**src/rtl/scaler_cfg_ctrl.sv**
```systemverilog
`default_nettype none
// ============================================================================
//  Module   : scaler_cfg_ctrl
//  Purpose  : Frame-synchronous configuration controller for the bicubic
//             scaler. Host-written H/V steps are held as pending values. The
//             input frame geometry is measured from de_i/hs_i/vs_i. The
//             vertical-stage line size is computed with a sequential divider.
//             Steps and line size are committed together at the next frame
//             start.
//  Ports    : clk, rst                    clock, async active-high reset
//             cfg_h_step/cfg_v_step/cfg_wr host step write (1-cycle strobe)
//             de_i, hs_i, vs_i             input video timing (monitor only)
//             reg_h/v_scale_step           committed steps to the scaler
//             reg_v_scale_inline_size      committed V-stage line size - 1
//             cfg_pending_o, cfg_valid_o   configuration status flags
//             frame_start_o                1-cycle pulse after a vs_i rise
//             in_width_o, in_height_o      last measured frame geometry
//             err_o                        sticky zero-step write error
//  Revision : 1.0 - initial release
// ============================================================================
module scaler_cfg_ctrl #(
   parameter int LINE_IN_SIZE_MAX = 1024,
   parameter int SCALE_STEP       = 128,
   parameter int STEP_WIDTH       = 16
) (
   input  logic                  clk,
   input  logic                  rst,
   input  logic [STEP_WIDTH-1:0] cfg_h_step,
   input  logic [STEP_WIDTH-1:0] cfg_v_step,
   input  logic                  cfg_wr,
   input  logic                  de_i,
   input  logic                  hs_i,
   input  logic                  vs_i,
   output logic [STEP_WIDTH-1:0] reg_h_scale_step,
   output logic [STEP_WIDTH-1:0] reg_v_scale_step,
   output logic [STEP_WIDTH-1:0] reg_v_scale_inline_size,
   output logic                  cfg_pending_o,
   output logic                  cfg_valid_o,
   output logic                  frame_start_o,
   output logic [STEP_WIDTH-1:0] in_width_o,
   output logic [STEP_WIDTH-1:0] in_height_o,
   output logic                  err_o
);

   localparam int CNT_W      = $clog2(LINE_IN_SIZE_MAX) + 1;
   localparam int STEP_SHIFT = $clog2(SCALE_STEP);
   localparam logic [STEP_WIDTH-1:0] C_STEP_RST   = STEP_WIDTH'(SCALE_STEP);
   localparam logic [STEP_WIDTH-1:0] C_INLINE_RST = STEP_WIDTH'(LINE_IN_SIZE_MAX - 1);

   typedef enum logic [1:0] {
      ST_IDLE  = 2'd0,
      ST_DIV   = 2'd1,
      ST_READY = 2'd2
   } state_t;

   state_t                state_q, state_d;
   logic                  vs_d1_q, vs_d1_d;
   logic                  hs_d1_q, hs_d1_d;
   logic [CNT_W-1:0]      pix_cnt_q, pix_cnt_d;
   logic [CNT_W-1:0]      line_cnt_q, line_cnt_d;
   logic                  first_line_q, first_line_d;
   logic [CNT_W-1:0]      held_width_q, held_width_d;
   logic [CNT_W-1:0]      width_q, width_d;
   logic [CNT_W-1:0]      height_q, height_d;
   logic [STEP_WIDTH-1:0] pend_h_q, pend_h_d;
   logic [STEP_WIDTH-1:0] pend_v_q, pend_v_d;
   logic [STEP_WIDTH-1:0] act_h_q, act_h_d;
   logic [STEP_WIDTH-1:0] act_v_q, act_v_d;
   logic [STEP_WIDTH-1:0] inline_q, inline_d;
   logic                  pending_q, pending_d;
   logic                  valid_q, valid_d;
   logic                  fs_q, fs_d;
   logic                  err_q, err_d;
   logic [STEP_WIDTH-1:0] div_q, div_d;
   logic [STEP_WIDTH-1:0] rem_q, rem_d;
   logic [31:0]           dvd_q, dvd_d;
   logic [4:0]            bit_cnt_q, bit_cnt_d;

   logic                  vs_rise, vs_fall, hs_rise, hs_fall;
   logic                  wr_ok, meas_ok, start_div;
   logic [CNT_W-1:0]      width_sel;
   logic [STEP_WIDTH-1:0] step_nxt_h, step_nxt_v, quo_sat;
   logic [STEP_WIDTH:0]   rem_sh, rem_sub;
   logic                  rem_ge;

   always_comb begin
      vs_rise = vs_i & ~vs_d1_q;
      vs_fall = ~vs_i & vs_d1_q;
      hs_rise = hs_i & ~hs_d1_q;
      hs_fall = ~hs_i & hs_d1_q;
      wr_ok   = cfg_wr && (cfg_h_step != '0) && (cfg_v_step != '0);

      // A line ends on hs_i rise; pix_cnt_q then holds the de count of that line.
      meas_ok   = hs_rise && (pix_cnt_q != '0);
      width_sel = meas_ok ? pix_cnt_q : held_width_q;

      step_nxt_h = pending_q ? pend_h_q : act_h_q;
      step_nxt_v = pending_q ? pend_v_q : act_v_q;
      quo_sat    = (|dvd_q[31:STEP_WIDTH]) ? '1 : dvd_q[STEP_WIDTH-1:0];

      // Restoring divider: the dividend register shifts out dividend bits at
      // the top and shifts in quotient bits at the bottom.
      rem_sh  = {rem_q, dvd_q[31]};
      rem_ge  = (rem_sh >= {1'b0, div_q});
      rem_sub = rem_sh - {1'b0, div_q};

      start_div = (wr_ok && (width_sel != '0)) ||
                  (meas_ok && ((pix_cnt_q != held_width_q) ||
                               ((state_q == ST_IDLE) && first_line_q)));

      vs_d1_d      = vs_i;
      hs_d1_d      = hs_i;
      fs_d         = vs_rise;
      state_d      = state_q;
      pix_cnt_d    = pix_cnt_q;
      line_cnt_d   = (vs_rise ? '0 : line_cnt_q) + CNT_W'(vs_i & hs_fall);
      first_line_d = first_line_q;
      held_width_d = width_sel;
      width_d      = width_q;
      height_d     = height_q;
      pend_h_d     = pend_h_q;
      pend_v_d     = pend_v_q;
      act_h_d      = act_h_q;
      act_v_d      = act_v_q;
      inline_d     = inline_q;
      pending_d    = pending_q;
      valid_d      = valid_q;
      err_d        = err_q;
      div_d        = div_q;
      rem_d        = rem_q;
      dvd_d        = dvd_q;
      bit_cnt_d    = bit_cnt_q;

      if (hs_fall)
         pix_cnt_d = CNT_W'(de_i);
      else if (!hs_i && de_i)
         pix_cnt_d = pix_cnt_q + CNT_W'(1);

      if (hs_rise) begin
         width_d      = pix_cnt_q;
         first_line_d = 1'b0;
      end
      if (vs_rise)
         first_line_d = 1'b1;
      if (vs_fall)
         height_d = line_cnt_q;

      if (state_q == ST_DIV) begin
         rem_d     = rem_ge ? rem_sub[STEP_WIDTH-1:0] : rem_sh[STEP_WIDTH-1:0];
         dvd_d     = {dvd_q[30:0], rem_ge};
         bit_cnt_d = bit_cnt_q + 5'd1;
         if (bit_cnt_q == 5'd31)
            state_d = ST_READY;
      end

      // Commit uses the values from before any same-cycle write.
      if (vs_rise && (state_q == ST_READY)) begin
         act_h_d   = step_nxt_h;
         act_v_d   = step_nxt_v;
         inline_d  = quo_sat;
         pending_d = 1'b0;
         valid_d   = 1'b1;
         state_d   = ST_IDLE;
      end

      if (cfg_wr) begin
         err_d = !wr_ok;
         if (wr_ok) begin
            pend_h_d  = cfg_h_step;
            pend_v_d  = cfg_v_step;
            pending_d = 1'b1;
            state_d   = ST_IDLE;   // abort; restarted below if a width is known
         end
      end

      if (start_div) begin
         state_d   = ST_DIV;
         div_d     = wr_ok ? cfg_h_step : step_nxt_h;
         dvd_d     = (32'(width_sel) - 32'd1) << STEP_SHIFT;
         rem_d     = '0;
         bit_cnt_d = 5'd0;
      end
   end

   always_ff @(posedge clk or posedge rst) begin
      if (rst) begin
         state_q      <= ST_IDLE;
         vs_d1_q      <= 1'b0;
         hs_d1_q      <= 1'b0;
         pix_cnt_q    <= '0;
         line_cnt_q   <= '0;
         first_line_q <= 1'b0;
         held_width_q <= '0;
         width_q      <= '0;
         height_q     <= '0;
         pend_h_q     <= C_STEP_RST;
         pend_v_q     <= C_STEP_RST;
         act_h_q      <= C_STEP_RST;
         act_v_q      <= C_STEP_RST;
         inline_q     <= C_INLINE_RST;
         pending_q    <= 1'b0;
         valid_q      <= 1'b0;
         fs_q         <= 1'b0;
         err_q        <= 1'b0;
         div_q        <= C_STEP_RST;
         rem_q        <= '0;
         dvd_q        <= '0;
         bit_cnt_q    <= 5'd0;
      end else begin
         state_q      <= state_d;
         vs_d1_q      <= vs_d1_d;
         hs_d1_q      <= hs_d1_d;
         pix_cnt_q    <= pix_cnt_d;
         line_cnt_q   <= line_cnt_d;
         first_line_q <= first_line_d;
         held_width_q <= held_width_d;
         width_q      <= width_d;
         height_q     <= height_d;
         pend_h_q     <= pend_h_d;
         pend_v_q     <= pend_v_d;
         act_h_q      <= act_h_d;
         act_v_q      <= act_v_d;
         inline_q     <= inline_d;
         pending_q    <= pending_d;
         valid_q      <= valid_d;
         fs_q         <= fs_d;
         err_q        <= err_d;
         div_q        <= div_d;
         rem_q        <= rem_d;
         dvd_q        <= dvd_d;
         bit_cnt_q    <= bit_cnt_d;
      end
   end

   assign reg_h_scale_step        = act_h_q;
   assign reg_v_scale_step        = act_v_q;
   assign reg_v_scale_inline_size = inline_q;
   assign cfg_pending_o           = pending_q;
   assign cfg_valid_o             = valid_q;
   assign frame_start_o           = fs_q;
   assign in_width_o              = STEP_WIDTH'(width_q);
   assign in_height_o             = STEP_WIDTH'(height_q);
   assign err_o                   = err_q;

endmodule
`default_nettype wire

```
**config.mk**
```make
export PLATFORM = sky130hd
export DESIGN_NAME = scaler_cfg_ctrl
export DESIGN_NICKNAME = d
export VERILOG_FILES = /design/src/rtl/scaler_cfg_ctrl.sv
export SDC_FILE = /design/constraint.sdc
export NUM_CORES = 1
export LEC_CHECK = 0
export BUFFER_PORTS_ARGS = -buffer_cell sky130_fd_sc_hd__buf_2
export CAP_MARGIN = 20
export CORE_MARGIN = 3
export CORE_UTILIZATION = 50
export DETAILED_ROUTE_END_ITERATION = 16
export PLACE_DENSITY = 0.7
export RECOVER_POWER = 50
export SETUP_SLACK_MARGIN = 0.15
export SYNTH_ARGS = -nofsm -noshare
export SYNTH_HDL_FRONTEND = slang
export SYNTH_SLANG_ARGS = --single-unit
```
**constraint.sdc**
```tcl
create_clock -name clk -period 11.4 [get_ports clk]
set_input_delay 2.28 -clock clk [delete_from_list [all_inputs] [get_ports clk]]
set_output_delay 2.28 -clock clk [all_outputs]
set_load 0.02 [all_outputs]
```
==> impl_metrics.py, run 1 <==
metrics = {
    "sta": {
        "setup_ws_ns": 5.23,
        "setup_viol": 0,
        "fin_skew_ns": 0.0117,
        "hold_violations": 0,
        "rsz0062_at_grt": "no",
        "fmax_ghz": 0.162,
        "finalMaxSlewViolations": 154,
        "fin_setup_tns_ns": 0,
        "finalCritPeriodShare_pct": 54.1,
        "min_period_ns": 6.17,
        "tightest_slew_ns": 5.79,
        "max_slew_margin_pct": -286,
    },
    "grt": {
        "grt_max_degree": 135,
        "overflow": 0,
        "antenna_found_initial": 0,
        "grt_pass1_wl_microns": 37000,
        "grt_pass1_vias": 7418,
        "grt_use_total_pct": 19.8,
    },
    "placement": {
        "pre_cts_slack_ns": 5.91,
        "gp_congestion": 0.818,
        "dpl.hpwl_microns": 14400,
        "place.port_buffers": 111,
    },
    "floorplanning": {
        "die_w_microns": 149,
        "coreArea_sq_um": 19700,
        "ios": 122,
        "die_area_sq_um": 22100,
        "die_h_microns": 149,
        "initial_core_util_pct": 51.5,
        "num_rows": 51,
    },
    "critical_path": {
        "cp-end-kind": "async pin",
        "startpoint_type": "primary input",
        "cpMaxStageDelayCell": "clkinvlp_2",
        "critPathMaxFanout": 134,
        "rrSetupSlack_ns": 6.20,
        "worst-path-buf-inv": 2,
        "critPathMaxStageDelay_ns": 3.15,
        "path_class": "in -> async",
        "cp.depth": 2,
        "r2r_cells": 13,
        "crit_required_ns": 10.94,
        "r2r_end": "dvd_q[8]",
        "arrival_ns": 5.71,
        "r2r_start": "pix_cnt_q[0]",
        "critPathTopFamily": "buffers and inverters",
        "crit_chain": "clkbuf_1, clkinvlp_2",
    },
    "synth": {
        "ys_types": 65,
        "synth-async-reset-ratio_pct": 100,
        "ys.warnings.count": 0,
        "syn_avg_cell_area_sq_um": 9.74,
        "synth-edff-count": 0,
        "syn_area_sq_um": 10200,
        "synthFlopType": "dfrtp_1",
        "synthCells": 1042,
        "yosysSeqAreaShare_pct": 52.7,
        "synth_seq_cells": 213,
    },
    "layout": {
        "diodes": 0,
        "final_nets": 1199,
        "final_core_util_pct": 59.0,
        "syn_to_final_growth_pct": 14.6,
        "drive_gt1_share_pct": 19.4,
    },
    "routing": {
        "antenna_left": 0,
        "drt-wirelength-per-cell_microns": 15.4,
        "drc": 0,
        "finalWirelength_microns": 21800,
        "dr.pass1.iters": 5,
        "drt_iter0_markers": 384,
        "vias": 7715,
        "viasPerCell": 5.44,
    },
    "pwr": {
        "clkPwrFrac_pct": 27.3,
        "leakage_nw": 5.88,
        "swShare_pct": 36.5,
        "p_int_w": 0.00176,
        "seqPwrFrac_pct": 36.5,
        "p_switching_w": 0.00101,
        "power_density_nw_per_um2": 238,
        "p_comb_share_pct": 36.2,
        "vdd_drop_max_v": 0.000119,
    },
    "run_status": {
        "status": "finished with violations",
        "violations": "capacitance limit, slew limit",
    },
    "clocking": {
        "numCtsBuffers": 24,
        "post_cts_buffers": 0,
        "cts_hold_buf": 0,
        "cts_root_buffer": "clkbuf_16",
        "cts_tree": "done",
        "cts.htree.levels": 1,
        "clock_sinks": 213,
        "cts_resized": 0,
        "clockBufferDepth": 3,
        "clock_latency_ns": 0.51,
        "clkTransAtPathRegs_ns": 0.06,
    },
    "worst_hold_path": {
        "hold_depth": 1,
        "hold_class": "reg -> reg",
        "min_from": "cfg_valid_o",
        "min_to": "cfg_valid_o",
    },
    "run": {
        "cap_violations": 2,
    },
}
flip-flops by register name (all words and copies together), names as in the netlist, 2 cells and up:
signal and flops:
dvd_q 32, pend_v_q 16, bit_cnt_q 5, pix_cnt_q 11
pend_h_q 16, reg_h_scale_step 16, reg_v_scale_step 16, height_q 11
div_q 16, state_q 2, held_width_q 11, line_cnt_q 11
rem_q 16, width_q 11, reg_v_scale_inline_size 16
layer usage:
| metal | share of wire (%) | wire (microns) | track usage, % | up-vias |
|---|---|---|---|---|
| li1 | - | - | - | 3751 |
| met1 | 49 | 10700 | 29.8 | 3755 |
| met2 | 44 | 9600 | 30.4 | 180 |
| met3 | 5.1 | 1120 | 3.60 | 29 |
| met4 | 1.8 | 398 | 4.39 | 0 |
| met5 | 0 | 0 | 0 | - |
synth_stat cells, drive strengths merged, types with 8 or more instances:
cell    instances  area share, %
dfrtp         198             49
mux2i          19            1.9
or3            17            1.0
inv            37            1.4
ha             23            2.8
nand2         254            9.4
buf            28            1.7
nor3            8           0.44
nor2           57            2.1
dfstp          15            3.9
nor4           14           0.86
o21ai          68            3.4
xor2           15            1.3
clkbuf         35            1.3
nand4          13           0.80
a21oi          38            1.9
mux2           43            4.8
a311oi         10           0.86
nand3          14           0.69
o22a           16            1.4
and3            9           0.55
a31oi          16            1.0
xnor2          23            2.0
area by class of cell:
class	count	area, sq um
flip-flops and latches	213	5350
well taps	265	332
clock buffers	37	721
clock inverters	6	58.8
fillers	1698	8080
repair buffers	123	651
multi-input cells	737	4380
inverters	38	144
worst max path at each step:
stage	start	to	slack (ns)
finish	rst	bit_cnt_q[2]	5.23
CTS	hs_i	rem_q[15]	6.45
global placement	hs_i	rem_q[15]	6.05
global route	rst	bit_cnt_q[2]	4.32
detailed placement	hs_i	rem_q[15]	5.91
floorplan	rst	bit_cnt_q[0]	3.32
cells in the final DEF (no fill, tap or decap), types with 19 or more instances in the layout:
cell / count
nor2_1: 57
ha_1: 23
inv_1: 36
buf_2: 108
clkbuf_16: 25
a21oi_1: 38
mux2i_1: 19
o21ai_0: 59
xnor2_1: 23
dfrtp_1: 198
mux2_2: 43
nand2_1: 253
cell families (layout without fill, tap and decap cells):
| kind of cell | count (synthesis) | count (layout) | share of synthesized area [%] |
|---|---|---|---|
| multiplexers | 62 | 62 | 6.64 |
| AO/OA/AOI/OAI | 191 | 191 | 12.2 |
| flip-flops | 213 | 213 | 52.7 |
| adder cells (fa/ha/maj) | 24 | 24 | 3.03 |
| other | 1 | 10 | 0.0369 |
| AND/OR/NAND/NOR | 412 | 412 | 17.7 |
| buffers and inverters | 101 | 204 | 4.40 |
| XOR/XNOR | 38 | 38 | 3.28 |
metrics by stage:
stage	cells	power [W]	hold WS [ns]	cell area [sq um]
floorplan	1051	0.00180	0.438	10200
global route	1419	0.00298	0.490	11600
global placement	1375	0.00200	0.448	10900
CTS	1418	0.00279	0.461	11700
detailed placement	1375	0.00202	0.452	10900
finish	1419	0.00277	0.460	11600
power groups by stage:
stage / Sequential [W] / Combinational [W] / Clock, W
after global routing: 0.00103 / 0.00114 / 0.000803
after CTS: 0.00101 / 0.00101 / 0.000770
final: 0.00101 / 0.00100 / 0.000758
after detailed placement: 0.00102 / 0.00100 / 0
after floorplan: 0.00101 / 0.000792 / 0
after global placement: 0.00102 / 0.000981 / 0
Note: power is estimated with default switching activity, not from simulation.
==> run 2: changes to the inputs <==
Clock period 11.4 ns to 6.13 ns, I/O delays scaled along.
==> impl_metrics.py, run 2 (synthesis gave the netlist of run 1 again) <==
metrics = {
    "clocking": {
        "post_cts_buffers": 0,
        "clock_latency_ns": 0.51,
        "clockBufferDepth": 3,
        "cts_tree": "done",
        "cts_resized": 0,
        "numCtsBuffers": 24,
        "cts_root_buffer": "clkbuf_16",
        "clock_sinks": 213,
        "cts.htree.levels": 1,
        "clkTransAtPathRegs_ns": 0.06,
        "cts_hold_buf": 0,
    },
    "pwr": {
        "p_switching_w": 0.00189,
        "clkPwrFrac_pct": 27.9,
        "p_comb_share_pct": 36.0,
        "vdd_drop_max_v": 0.000268,
        "leakage_nw": 5.88,
        "seqPwrFrac_pct": 36.1,
        "swShare_pct": 36.3,
        "p_int_w": 0.00331,
        "power_w": 0.00521,
        "power_density_nw_per_um2": 446,
    },
    "run": {
        "cap_violations": 3,
    },
    "sta": {
        "finalCritPeriodShare_pct": 69.6,
        "setup_viol": 0,
        "hold_slack_ns": 0.473,
        "hold_violations": 0,
        "finalMaxSlewViolations": 160,
        "setup_ws_ns": 1.86,
        "fin_skew_ns": 0.0179,
        "min_period_ns": 4.27,
        "fin_setup_tns_ns": 0,
        "rsz0062_at_grt": "no",
        "fmax_ghz": 0.234,
        "tightest_slew_ns": 3.17,
        "max_slew_margin_pct": -111,
    },
    "grt": {
        "grt_pass1_vias": 7439,
        "grt_use_total_pct": 20.1,
        "grt_max_degree": 64,
        "grt_use_met3_pct": 3.78,
        "antenna_found_initial": 0,
        "met1_usage_pct": 29.4,
        "grt_pass1_wl_microns": 37300,
        "gr-usage-met2_pct": 31.5,
        "overflow": 0,
        "busiest_layer": "met2",
    },
    "critical_path": {
        "cp-end-kind": "flip-flop",
        "path_class": "reg -> reg",
        "arrival_ns": 4.66,
        "crit_required_ns": 6.53,
        "cpMaxStageDelayCell": "o31ai_4",
        "critPathMaxStageDelay_ns": 0.59,
        "startpoint_type": "flip-flop",
        "crit_chain": "inv_1, ha_1, or4b_4, o31ai_4, nand2_1, o21ai_0, inv_1, ha_1, inv_1, nor3_2, a31o_1, nand2_2, buf_4, nor3_1, a211o_1",
        "critPathMaxFanout": 44,
        "critPathMostFrequentCell": "inv_1",
    },
    "routing": {
        "antenna_left": 0,
        "viasPerCell": 5.45,
        "drc": 0,
        "dr.pass1.iters": 5,
        "vias": 7750,
        "drt-wirelength-per-cell_microns": 15.5,
        "finalWirelength_microns": 22000,
        "drt_iter0_markers": 348,
    },
    "floorplanning": {
        "die_w_microns": 149,
        "coreArea_sq_um": 19700,
        "die_h_microns": 149,
        "initial_core_util_pct": 51.5,
        "die_area_sq_um": 22100,
        "ios": 122,
        "num_rows": 51,
    },
    "layout": {
        "final_nets": 1200,
        "fillers": 1665,
        "layout_commonest_cell": "nand2_1",
        "multi_input_area_sq_um": 4400,
        "drive_gt1_share_pct": 19.8,
        "syn_to_final_growth_pct": 14.9,
        "final_core_util_pct": 59.2,
        "largest_reg_flops": 32,
        "area.sequential_sq_um": 5350,
        "final_cell_mix": "nand2_1 (253), dfrtp_1 (198), buf_2 (108)",
        "largest-register": "dvd_q",
        "diodes": 0,
    },
    "run_status": {
        "status": "finished with violations",
        "violations": "capacitance limit, slew limit",
    },
    "placement": {
        "pre_cts_slack_ns": 1.66,
        "dpl.hpwl_microns": 14800,
        "gp_congestion": 0.824,
        "place.port_buffers": 111,
    },
    "worst_hold_path": {
        "hold_class": "reg -> reg",
    },
}
[run 2: through the flow]
stage | std cells | cell area, sq um
6_report | 1421 | 11700
5_1_grt | 1421 | 11700
4_1_cts | 1420 | 11700
3_5_place_dp | 1376 | 10900
3_3_place_gp | 1376 | 10900
2_1_floorplan | 1051 | 10200
[run 2: worst paths after layout]
kind / startpoint / endpoint / slack [ns] / depth (start not counted)
min reg2reg: pend_v_q[12] / pend_v_q[12] / 0.47 / 2
min: pend_v_q[12] / pend_v_q[12] / 0.47 / 2
min in group asynchronous: rst / pix_cnt_q[9] / 0.62 / 2
max in group asynchronous: rst / div_q[5] / 2.11 / 4
max: pix_cnt_q[0] / rem_q[15] / 1.86 / 15
max reg2reg: pix_cnt_q[0] / rem_q[15] / 1.86 / 15
[run 2: routing by layer]
layer / routed length, microns / up-vias / part of all wire, %
met3: 1320 / 30 / 6.0
li1: - / 3759 / -
met2: 9940 / 206 / 45
met4: 362 / 0 / 1.6
met1: 10400 / 3755 / 47
met5: 0 / - / 0
[run 2: final cells by class]
type                    count  share of cell area, %
clock inverters            11                   1.22
flip-flops and latches    213                   45.8
inverters                  38                   1.23
well taps                 265                   2.84
clock buffers              33                   5.70
multi-input cells         737                   37.7
repair buffers            124                   5.41
[run 2: power by group through the flow]
| stage | clock network, W | logic, W | registers (W) |
|---|---|---|---|
| finish | 0.00145 | 0.00187 | 0.00188 |
| detailed placement | 0 | 0.00188 | 0.00190 |
| global placement | 0 | 0.00183 | 0.00189 |
| CTS | 0.00149 | 0.00189 | 0.00188 |
| floorplan | 0 | 0.00147 | 0.00188 |
| global route | 0.00155 | 0.00213 | 0.00191 |
[run 2: critical path: cells and delay by family (launching register included)]
family          cells  cell delay (ns)
buf+inv             4             0.77
simple gates        5             1.27
fa+ha+maj           2             0.40
flops               1             0.44
compound gates      4             1.25
